[config.mk]
export PLATFORM = sky130hd
export DESIGN_NAME = lcd_bus_reader
export DESIGN_NICKNAME = d
export VERILOG_FILES = /design/src/rtl/lcd_bus_reader.sv
export SDC_FILE = /design/constraint.sdc
export NUM_CORES = 1
export LEC_CHECK = 0
export ABC_AREA = 1
export CAP_MARGIN = 20
export CELL_PAD_IN_SITES_DETAIL_PLACEMENT = 2
export CELL_PAD_IN_SITES_GLOBAL_PLACEMENT = 2
export CORE_UTILIZATION = 34
export DETAILED_ROUTE_END_ITERATION = 8
export DONT_BUFFER_PORTS = 1
export PLACE_DENSITY_LB_ADDON = 0.1
export SETUP_SLACK_MARGIN = 0.4
export SYNTH_ARGS = -nofsm -noshare
export SYNTH_HDL_FRONTEND = slang
export SYNTH_SLANG_ARGS = --single-unit
[constraint.sdc]
create_clock -name clk_i -period 1.7 [get_ports clk_i]
set_clock_uncertainty 0.1 [all_clocks]
set_input_delay 0.17 -clock clk_i [delete_from_list [all_inputs] [get_ports clk_i]]
set_output_delay 0.17 -clock clk_i [all_outputs]
set_load 0.01 [all_outputs]
[src/rtl/lcd_bus_reader.sv]
// -----------------------------------------------------------------------------
// lcd_bus_reader
//
// Read-side engine for an HD44780-style 16x2 LCD parallel bus. It sits beside
// the init/write controller, which only ever drives the bus. This block runs
// timed read cycles (RW=1) and returns one byte per request:
//   - RS=0: busy flag (DB7) plus address counter (DB6..DB0)
//   - RS=1: DDRAM/CGRAM data at the current address
// With req_wait_bf_i set on an RS=0 request, the read repeats until DB7 reads
// 0, so the writer can wait on the real busy flag instead of fixed delays.
//
// Each read pulse is: T_AS cycles of address setup (E low), T_PW cycles of
// E high (the bus is sampled on the last of these), then T_GAP cycles of E low.
//
// Build option:
//   LCD_BUSY_TIMEOUT_EN - when defined, busy polling gives up after POLL_MAX
//                         samples and flags rsp_timeout_o. When undefined,
//                         polling is unbounded and rsp_timeout_o is tied low.
//
// Ports:
//   clk_i          system clock (20 MHz)
//   rst_i          synchronous active-high reset
//   req_valid_i    read request; accepted when req_ready_o is also high
//   req_ready_o    block idle and able to accept a request
//   req_rs_i       0 = busy-flag/address read, 1 = data read
//   req_wait_bf_i  with req_rs_i=0: repeat reads until DB7=0
//   rsp_valid_o    one-cycle completion pulse
//   rsp_data_o     last sampled bus value, held until the next completion
//   rsp_timeout_o  qualifies rsp_valid_o: busy polling gave up
//   bus_active_o   block owns the bus (top-level mux releases DATA, routes
//                  this block's RS/RW/E)
//   lcd_rs_o       LCD register select
//   lcd_rw_o       LCD read/write (1 = read)
//   lcd_e_o        LCD enable strobe
//   lcd_db_in_i    LCD data bus, input side of the top-level tristate
// -----------------------------------------------------------------------------
module lcd_bus_reader #(
    parameter int unsigned T_AS     = 2,      // RS/RW setup before E rises
    parameter int unsigned T_PW     = 10,     // E high time
    parameter int unsigned T_GAP    = 20,     // E low time after each pulse
    parameter int unsigned POLL_MAX = 20000   // busy samples per request (timeout build)
) (
    input  logic       clk_i,
    input  logic       rst_i,
    input  logic       req_valid_i,
    output logic       req_ready_o,
    input  logic       req_rs_i,
    input  logic       req_wait_bf_i,
    output logic       rsp_valid_o,
    output logic [7:0] rsp_data_o,
    output logic       rsp_timeout_o,
    output logic       bus_active_o,
    output logic       lcd_rs_o,
    output logic       lcd_rw_o,
    output logic       lcd_e_o,
    input  logic [7:0] lcd_db_in_i
);

    // -------------------------------------------------------------------------
    // Parameter sanity: every phase must last at least one cycle and fit the
    // 16-bit phase timer (which is loaded with length-1).
    // -------------------------------------------------------------------------
    generate
        if (T_AS < 1 || T_PW < 1 || T_GAP < 1 || POLL_MAX < 1 ||
            T_AS > 65536 || T_PW > 65536 || T_GAP > 65536) begin : g_bad_params
            $error("lcd_bus_reader: T_AS/T_PW/T_GAP must be 1..65536 and POLL_MAX >= 1");
        end
    endgenerate

    // -------------------------------------------------------------------------
    // State encoding
    // -------------------------------------------------------------------------
    localparam logic [2:0] S_IDLE   = 3'd0;
    localparam logic [2:0] S_SETUP  = 3'd1;
    localparam logic [2:0] S_E_HIGH = 3'd2;
    localparam logic [2:0] S_HOLD   = 3'd3;
    localparam logic [2:0] S_DONE   = 3'd4;

    // Phase timer reload values: a phase of N cycles counts N-1 down to 0.
    localparam logic [15:0] T_AS_LD  = 16'(T_AS - 1);
    localparam logic [15:0] T_PW_LD  = 16'(T_PW - 1);
    localparam logic [15:0] T_GAP_LD = 16'(T_GAP - 1);

`ifdef LCD_BUSY_TIMEOUT_EN
    localparam int unsigned      POLL_W     = (POLL_MAX < 2) ? 1 : $clog2(POLL_MAX + 1);
    localparam logic [POLL_W-1:0] POLL_MAX_C = POLL_W'(POLL_MAX);
`endif

    // -------------------------------------------------------------------------
    // Registers
    // -------------------------------------------------------------------------
    logic [2:0]  state_q,    state_d;
    logic [15:0] timer_q,    timer_d;
    logic        rs_q,       rs_d;        // captured request RS
    logic        wait_bf_q,  wait_bf_d;   // captured request wait-for-BF
    logic [7:0]  sample_q,   sample_d;    // most recent bus sample
    logic [7:0]  rsp_data_q, rsp_data_d;  // value presented on completion
    logic        ready_q,    ready_d;
`ifdef LCD_BUSY_TIMEOUT_EN
    logic [POLL_W-1:0] poll_cnt_q, poll_cnt_d;
    logic              timeout_q,  timeout_d;
`endif

    // -------------------------------------------------------------------------
    // Next-state logic
    // -------------------------------------------------------------------------
    always_comb begin
        state_d    = state_q;
        timer_d    = timer_q;
        rs_d       = rs_q;
        wait_bf_d  = wait_bf_q;
        sample_d   = sample_q;
        rsp_data_d = rsp_data_q;
`ifdef LCD_BUSY_TIMEOUT_EN
        poll_cnt_d = poll_cnt_q;
        timeout_d  = timeout_q;
`endif

        case (state_q)
            S_IDLE: begin
                // Request fields are only looked at on the accepting edge.
                if (req_valid_i && ready_q) begin
                    state_d   = S_SETUP;
                    timer_d   = T_AS_LD;
                    rs_d      = req_rs_i;
                    wait_bf_d = req_wait_bf_i;
`ifdef LCD_BUSY_TIMEOUT_EN
                    poll_cnt_d = POLL_W'(1);
                    timeout_d  = 1'b0;
`endif
                end
            end

            S_SETUP: begin
                if (timer_q == 16'd0) begin
                    state_d = S_E_HIGH;
                    timer_d = T_PW_LD;
                end else begin
                    timer_d = timer_q - 16'd1;
                end
            end

            S_E_HIGH: begin
                if (timer_q == 16'd0) begin
                    // Last cycle with E high: the LCD is still driving DB.
                    state_d  = S_HOLD;
                    timer_d  = T_GAP_LD;
                    sample_d = lcd_db_in_i;
                end else begin
                    timer_d = timer_q - 16'd1;
                end
            end

            S_HOLD: begin
                if (timer_q == 16'd0) begin
                    // Only a status read can poll; wait_bf is meaningless for data reads.
                    if (!rs_q && wait_bf_q && sample_q[7]) begin
`ifdef LCD_BUSY_TIMEOUT_EN
                        if (poll_cnt_q == POLL_MAX_C) begin
                            state_d    = S_DONE;
                            rsp_data_d = sample_q;
                            timeout_d  = 1'b1;
                        end else begin
                            state_d    = S_SETUP;
                            timer_d    = T_AS_LD;
                            poll_cnt_d = poll_cnt_q + POLL_W'(1);
                        end
`else
                        state_d = S_SETUP;
                        timer_d = T_AS_LD;
`endif
                    end else begin
                        state_d    = S_DONE;
                        rsp_data_d = sample_q;
                    end
                end else begin
                    timer_d = timer_q - 16'd1;
                end
            end

            S_DONE: begin
                state_d = S_IDLE;
`ifdef LCD_BUSY_TIMEOUT_EN
                timeout_d = 1'b0;
`endif
            end

            default: begin
                state_d = S_IDLE;
            end
        endcase

        // Ready is registered so it stays low for one cycle after reset and
        // rises in the cycle after DONE.
        ready_d = (state_d == S_IDLE);
    end

    // -------------------------------------------------------------------------
    // State registers
    // -------------------------------------------------------------------------
    always_ff @(posedge clk_i) begin
        if (rst_i) begin
            state_q    <= S_IDLE;
            timer_q    <= 16'd0;
            rs_q       <= 1'b0;
            wait_bf_q  <= 1'b0;
            sample_q   <= 8'h00;
            rsp_data_q <= 8'h00;
            ready_q    <= 1'b0;
`ifdef LCD_BUSY_TIMEOUT_EN
            poll_cnt_q <= '0;
            timeout_q  <= 1'b0;
`endif
        end else begin
            state_q    <= state_d;
            timer_q    <= timer_d;
            rs_q       <= rs_d;
            wait_bf_q  <= wait_bf_d;
            sample_q   <= sample_d;
            rsp_data_q <= rsp_data_d;
            ready_q    <= ready_d;
`ifdef LCD_BUSY_TIMEOUT_EN
            poll_cnt_q <= poll_cnt_d;
            timeout_q  <= timeout_d;
`endif
        end
    end

    // -------------------------------------------------------------------------
    // Outputs: decoded straight from the state register, so a reset edge
    // drops E, RW and bus ownership immediately.
    // -------------------------------------------------------------------------
    logic in_cycle;
    assign in_cycle = (state_q == S_SETUP) || (state_q == S_E_HIGH) || (state_q == S_HOLD);

    assign req_ready_o  = ready_q;
    assign bus_active_o = in_cycle;
    assign lcd_rw_o     = in_cycle;
    assign lcd_rs_o     = in_cycle && rs_q;
    assign lcd_e_o      = (state_q == S_E_HIGH);
    assign rsp_valid_o  = (state_q == S_DONE);
    assign rsp_data_o   = rsp_data_q;
`ifdef LCD_BUSY_TIMEOUT_EN
    assign rsp_timeout_o = (state_q == S_DONE) && timeout_q;
`else
    assign rsp_timeout_o = 1'b0;
`endif

endmodule

==> impl_results.md, run 1 <==
- Status: aborted with a tool error
- Failing step: global routing
- Log Error: [ERROR DPL-0033] detailed placement checks failed during check placement.
- Total CTS buffers: 5
- IO buf count: 0
- Most frequent cells after synthesis: 67 x nand2_1, 38 x dfxtp_1, 38 x inv_1
- CTS Root Cell: clkbuf_8
- GP Congestion: 0.756
- Syn. warnings: 0
- Mux contribution to synthesized area: 0%
- Synth cell types: 33
- Top cells by area, synth: dfxtp_1 39%, nand2_1 13%, inv_1 7.2%, nor2_1 6.8%, a21oi_1 6.1%
- WEP type: sequential cell input
- Largest family of logic cells by synthesized area: simple AND/OR/NAND/NOR gates
- Worst-case clock buffer depth: 2
- Adder-Cell Fraction of Synth Area: 1.27%
- H-tree lvl count: 2
- Prevailing post-synth register cell: dfxtp_1
- Die height: 78.2 um
- I/O Pins: 28
- Post-synthesis net count: 305
- Xor/xnor cell area share of the yosys netlist: 1.33%
- Chip width: 78.2 um
- Register bit total from synthesis: 38
- Seq/Total Area, Yosys: 38.5%
- Syn Inst Count: 290
- DP HPWL: 4.61 mm
- Initial Util: 35.6%
- Simple-gate share of the synthesized area: 35.4%
- Fraction of registers with async set/reset: 0%
- Share of the synthesized area in the top cell type: 38.5%
- Compound-cell area share of the yosys netlist: 12.1%
- Most common cell in the netlist: nand2_1
- Yosys top cell by area: dfxtp_1
- Largest net degree at the start of global routing: 22
- Mapped Area: 0.00197 mm^2
- Row count: 27
- Worst Endpoint after GRT Repair: timer_q[6]$_SDFFE_PP0P_/D
- Initial antenna violation count: 0
- Post-synth EDFFs: 0
- Mapped Avg Cell Area: 6.81 um^2
- CTS Sinks: 38
==> logic make-up after synthesis <==
family,count (synthesis)
other,1
adders and majority gates,2
xor gates and xnor gates,3
AOI/OAI and AO/OA,44
DFF,38
buffers and inverters,51
and+or+nand+nor,151
==> through the flow <==
stage / setup slack, ps / area (um^2) / cells / hold slack (ps)
after floorplan: 295 / 2050 / 290 / 139
after global placement: 102 / 2200 / 368 / 136
after detailed placement: 73.1 / 2200 / 368 / 139
after CTS: 112 / 2750 / 405 / 2.67
==> repair_timing <==
item                                    CTS
pin swaps                                 8
cloned                                    4
endpoints found under the setup margin   42
endpoints found under the hold margin    30
setup buffers                            15
gates resized for setup                  60
hold buffers                             10
==> run 2, diff against run 1 <==
Settings changed: CELL_PAD_IN_SITES_DETAIL_PLACEMENT 2 to default, CELL_PAD_IN_SITES_GLOBAL_PLACEMENT 2 to default, CORE_UTILIZATION 34 to 35, PLACE_DENSITY_LB_ADDON 0.1 to 0.15, SETUP_SLACK_MARGIN 0.4 to default.
==> impl_results.md, run 2 <==
- Status: finished clean
- I/O Pins: 28
- Fill cell count: 565
- CTS Sinks: 38
- CP required: 1430 ps
- Mapped Avg Cell Area: 6.81 um^2
- Commonest non-fill, non-tap cell in the layout: nand2_1
- Final setup violation count: 0
- Seq/Total Area, Yosys: 38.5%
- Worst-case clock buffer depth: 2
- Area taken by multi-input logic gates: 0.00105 mm^2
- Vias in the first global route: 1763
- Core area: 0.00527 mm^2
- Worst Path Class, Setup: register to output pin
- Max FFs per register: 16
- Hold WC Path Type: input port to register
- Data arrival, critical path: 1360 ps
- Largest net degree at the start of global routing: 19
- Number of detailed-route iterations in the first pass: 4
- Crit. End Element: output pin
- Hold_ws: 19.0 ps
- Crit Path Max Fanout: 6
- Post-DP Area: 0.00214 mm^2
- Utilization after layout: 45.9%
- Top cells by area, synth: dfxtp_1 39%, nand2_1 13%, inv_1 7.2%, nor2_1 6.8%, a21oi_1 6.1%
- Antenna-violating nets left: 0
- DP HPWL: 3.52 mm
- Fmax: 615 MHz
- Worst rel slew slack: 48.0%
- Max-slew violation count: 0
- Share of the synthesized area in the top cell type: 38.5%
- Final Net Count: 333
- Worst-path clk slew: 80 ps
- Die Area: 0.00595 mm^2
- Worst slew pin tran: 777 ps
- Prevailing post-synth register cell: dfxtp_1
- Initial Util: 37.5%
- CTS tree: yes
- Syn. warnings: 0
- Register bit total from synthesis: 38
- Most frequent cells after synthesis: 67 x nand2_1, 38 x dfxtp_1, 38 x inv_1
- Final instance area: 0.00242 mm^2
- Wirelength, routed: 4.79 mm
- Most common cell in the netlist: nand2_1
- Mapped Area: 0.00197 mm^2
- Remaining DRCs: 0
- Syn-to-layout area delta: 22.4%
- Worst-skew pair later-pin latency: 290 ps
- Unrepaired setup endpoints after global routing: yes
- CP Launch Type: register
- Total CTS buffers: 5
- Synth cell types: 33
- H-tree lvl count: 2
- Iter 0 DRT Violations: 75
- Final Cycle Share: 95.7%
- Total grt overflow: 0
- # diodes: 0
- Chip width: 77.1 um
- Row count: 26
- CTS Root Cell: clkbuf_8
- Syn Inst Count: 290
- Most frequent cells in the layout: 66 x nand2_1, 37 x inv_1, 36 x dfxtp_1
- Post-synth EDFFs: 0
- FF+latch area: 763 um^2
- Post-synthesis net count: 305
- Total GRT Usage: 18.0%
- GP Congestion: 0.818
- Biggest register: timer_q
- Die height: 77.1 um
- IO buf count: 0
- Layout cells sized above 1: 17.6%
- Final worst setup slack: 73.7 ps
- Fraction of registers with async set/reset: 0%
- Yosys top cell by area: dfxtp_1
- Min Tclk post-route: 1630 ps
- Vias/cell: 4.68
- Dpl ws: 77.8 ps
- Drt wl/cell: 12.3 um
- Final Hold Viols: 0
- Max-cap check violation count: 0
- First-pass GRT wire length: 8.28 mm
- Post-CTS Repair Setup Buffers: 0
- Initial antenna violation count: 0
- DR vias: 1819
==> run 2: cell counts after synthesis <==
Identical to the previous run, type by type.
==> run 2: final cells by class <==
type                       count  area share (%)
sequential                    38            31.6
timing repair buffer          30            10.8
inverter                      41            6.47
multi-input combinational    202            43.6
clock buffer                   6            3.42
clock inverter                 2           0.518
tap                           70            3.62
==> run 2: path summary, 6_finish.rpt <==
kind / slack, ps / from / end / depth (start not counted)
min reg2reg: 350 / sample_q[3]$_SDFFE_PP0P_ / sample_q[3]$_SDFFE_PP0P_ / 2
max reg2reg: 110 / timer_q[4]$_SDFFE_PP0P_ / timer_q[15]$_SDFFE_PP0P_ / 8
max: 70 / state_q[2]$_SDFF_PP0_ / lcd_e_o / 2
min: 20 / req_valid_i / req_ready_o$_SDFF_PP0_ / 3
==> run 2: kinds of logic after synthesis <==
family	count (synthesis)	synth area share, %
adder cells (fa/ha/maj)	2	1.27
buffers and inverters	51	11.2
flip-flops	38	38.5
AO/OA/AOI/OAI	44	12.1
XOR/XNOR	3	1.33
other	1	0.190
AND/OR/NAND/NOR	151	35.4
==> run 2: timing repair <==
| item | in CTS | in global routing |
|---|---|---|
| hold buffers | 11 | 0 |
| resized for setup | 1 | 21 |
| cloned | 0 | 1 |
| pin swaps | 0 | 5 |
| endpoints found under the hold margin | 31 | 0 |
| endpoints found under the setup margin | 1 | 33 |
==> run 2: worst max-delay path, cell delays in order (launching register included) <==
cell and delay [ps]:
dfxtp_1 400, nor3_2 430, buf_4 230
==> run 2: layer usage <==
layer / routed length (um) / vias to the layer above / global-route usage [%]
li1: - / 987 / -
met3: 179 / 5 / 4.29
met1: 2340 / 799 / 23.4
met4: 65 / 0 / 6.23
met5: 0 / - / 0
met2: 2200 / 28 / 29.2
==> run 2: stage by stage <==
step,std cells,setup TNS [ps]
2_1_floorplan,290,0
3_3_place_gp,369,0
3_5_place_dp,369,0
4_1_cts,388,0
5_1_grt,389,-120
6_report,389,0
Power of run 2 is not shown: default switching activity piles up to over one toggle a cycle in this logic, so the estimate is an artifact.
==> run 3, diff against run 2 <==
Settings changed: CAP_MARGIN 20 to 10.
==> results of run 3 <==
Final layout, timing and power as in run 2 (identical DEF).
Power of run 3 is left out for the same reason.
==> run 4, diff against run 3 <==
Settings changed: CORE_MARGIN from default to 2.
Clock period 1.7 ns to 1.82 ns, I/O delays scaled along.
==> impl_results.md, run 4 (synthesis results as in run 2) <==
- Worst rel slew slack: 52.1%
- Wirelength, routed: 4.63 mm
- Initial antenna violation count: 0
- Hold_ws: 59.9 ps
- Total GRT Usage: 16.3%
- CP Launch Type: register
- Commonest non-fill, non-tap cell in the layout: nand2_1
- I/O Pins: 28
- Fmax: 595 MHz
- Initial Util: 36.1%
- Final Hold Viols: 0
- Max FFs per register: 16
- Chip width: 79.1 um
- Vias/cell: 4.64
- Number of detailed-route iterations in the first pass: 4
- Total grt overflow: 0
- Antenna-violating nets left: 0
- Syn-to-layout area delta: 17.3%
- Drt wl/cell: 12.1 um
- Dpl ws: 166 ps
- GP Congestion: 0.823
- Die Area: 0.00626 mm^2
- IO buf count: 0
- Remaining DRCs: 0
- Die height: 79.1 um
- CTS Root Cell: clkbuf_8
- Final Cycle Share: 92.3%
- Final Net Count: 324
- DR vias: 1773
- Iter 0 DRT Violations: 108
- Post-CTS Repair Setup Buffers: 0
- Final worst setup slack: 140 ps
- CP required: 1880 ps
- Status: finished clean
- # diodes: 0
- Most frequent cells in the layout: 66 x nand2_1, 38 x inv_1, 38 x dfxtp_1
- CTS Sinks: 38
- Vias in the first global route: 1725
- Core area: 0.00547 mm^2
- Layout cells sized above 1: 11.9%
- Unrepaired setup endpoints after global routing: yes
- Final setup violation count: 0
- Largest net degree at the start of global routing: 23
- DP HPWL: 3.38 mm
- Worst-skew pair later-pin latency: 290 ps
- Data arrival, critical path: 1740 ps
- Hold WC Path Type: input port to register
- First-pass GRT wire length: 8.02 mm
- Worst-path clk slew: 80 ps
- Max-slew violation count: 0
- Max-cap check violation count: 0
- Worst slew pin tran: 717 ps
- Worst-case clock buffer depth: 2
- Crit. End Element: register
- Total CTS buffers: 5
- H-tree lvl count: 2
- Crit Path Max Fanout: 7
- Row count: 27
- Worst Path Class, Setup: register to register
- Min Tclk post-route: 1680 ps
- TNS Setup: 0 ps
- Biggest register: timer_q
- CTS tree: yes
- Fill cell count: 613
## run 4: cell types whose count changed in the layout (fill, tap and decap cells not counted), sizes merged
cell      delta
clkinv       -1
clkinvlp     +1
nor2         -1
bufinv       +1
buf          -8
clkbuf       -1
## run 4: timing repair
| action | 4_1_cts | 5_1_grt |
|---|---|---|
| hold buffers | 11 | 0 |
| endpoints found under the hold margin | 31 | 0 |
| gates resized for setup | 0 | 5 |
| setup endpoints to repair | 0 | 9 |
## run 4: final timing paths
check | endpoint | cells after the start | startpoint | slack (ps)
min | wait_bf_q$_SDFFE_PP0P_ | 2 | req_valid_i | 60
max reg2reg | timer_q[14]$_SDFFE_PP0P_ | 9 | timer_q[0]$_SDFFE_PP0P_ | 140
min reg2reg | sample_q[1]$_SDFFE_PP0P_ | 2 | sample_q[1]$_SDFFE_PP0P_ | 350
max | timer_q[14]$_SDFFE_PP0P_ | 9 | timer_q[0]$_SDFFE_PP0P_ | 140
## run 4: layout make-up
| type | count | area [um^2] | area share (%) |
|---|---|---|---|
| Sequential cell | 38 | 761 | 32.8 |
| Multi-Input combinational cell | 201 | 1000 | 43.4 |
| Clock buffer | 5 | 68.8 | 2.97 |
| Timing Repair Buffer | 22 | 193 | 8.32 |
| Clock inverter | 3 | 45.0 | 1.94 |
| Inverter | 41 | 154 | 6.65 |
| Tap cell | 72 | 90.1 | 3.89 |
## run 4: worst max-delay path: stages, from the launching register on
cell and delay, ps:
dfxtp_1 300, inv_1 110, ha_1 190, nand2_1 70
nor2_2 160, nand2_2 130, nand2_1 210, inv_1 120
nand3b_1 110, a21oi_2 50
## run 4: routing by layer
| metal | wire length, um | track usage, % | up-vias |
|---|---|---|---|
| met5 | 0 | 0 | - |
| met4 | 63 | 5.17 | 0 |
| met3 | 149 | 3.86 | 6 |
| met2 | 2160 | 26.6 | 28 |
| met1 | 2260 | 21.4 | 780 |
| li1 | - | - | 959 |
## run 4: metrics by stage
stage,instances,utilization (%),cell area (um^2)
after floorplan,290,-,1970
after detailed placement,363,38.0,2080
final,382,42.3,2320
after global routing,382,42.3,2320
after global placement,363,38.0,2080
after CTS,382,42.1,2300
Power of run 4 is left out for the same reason.
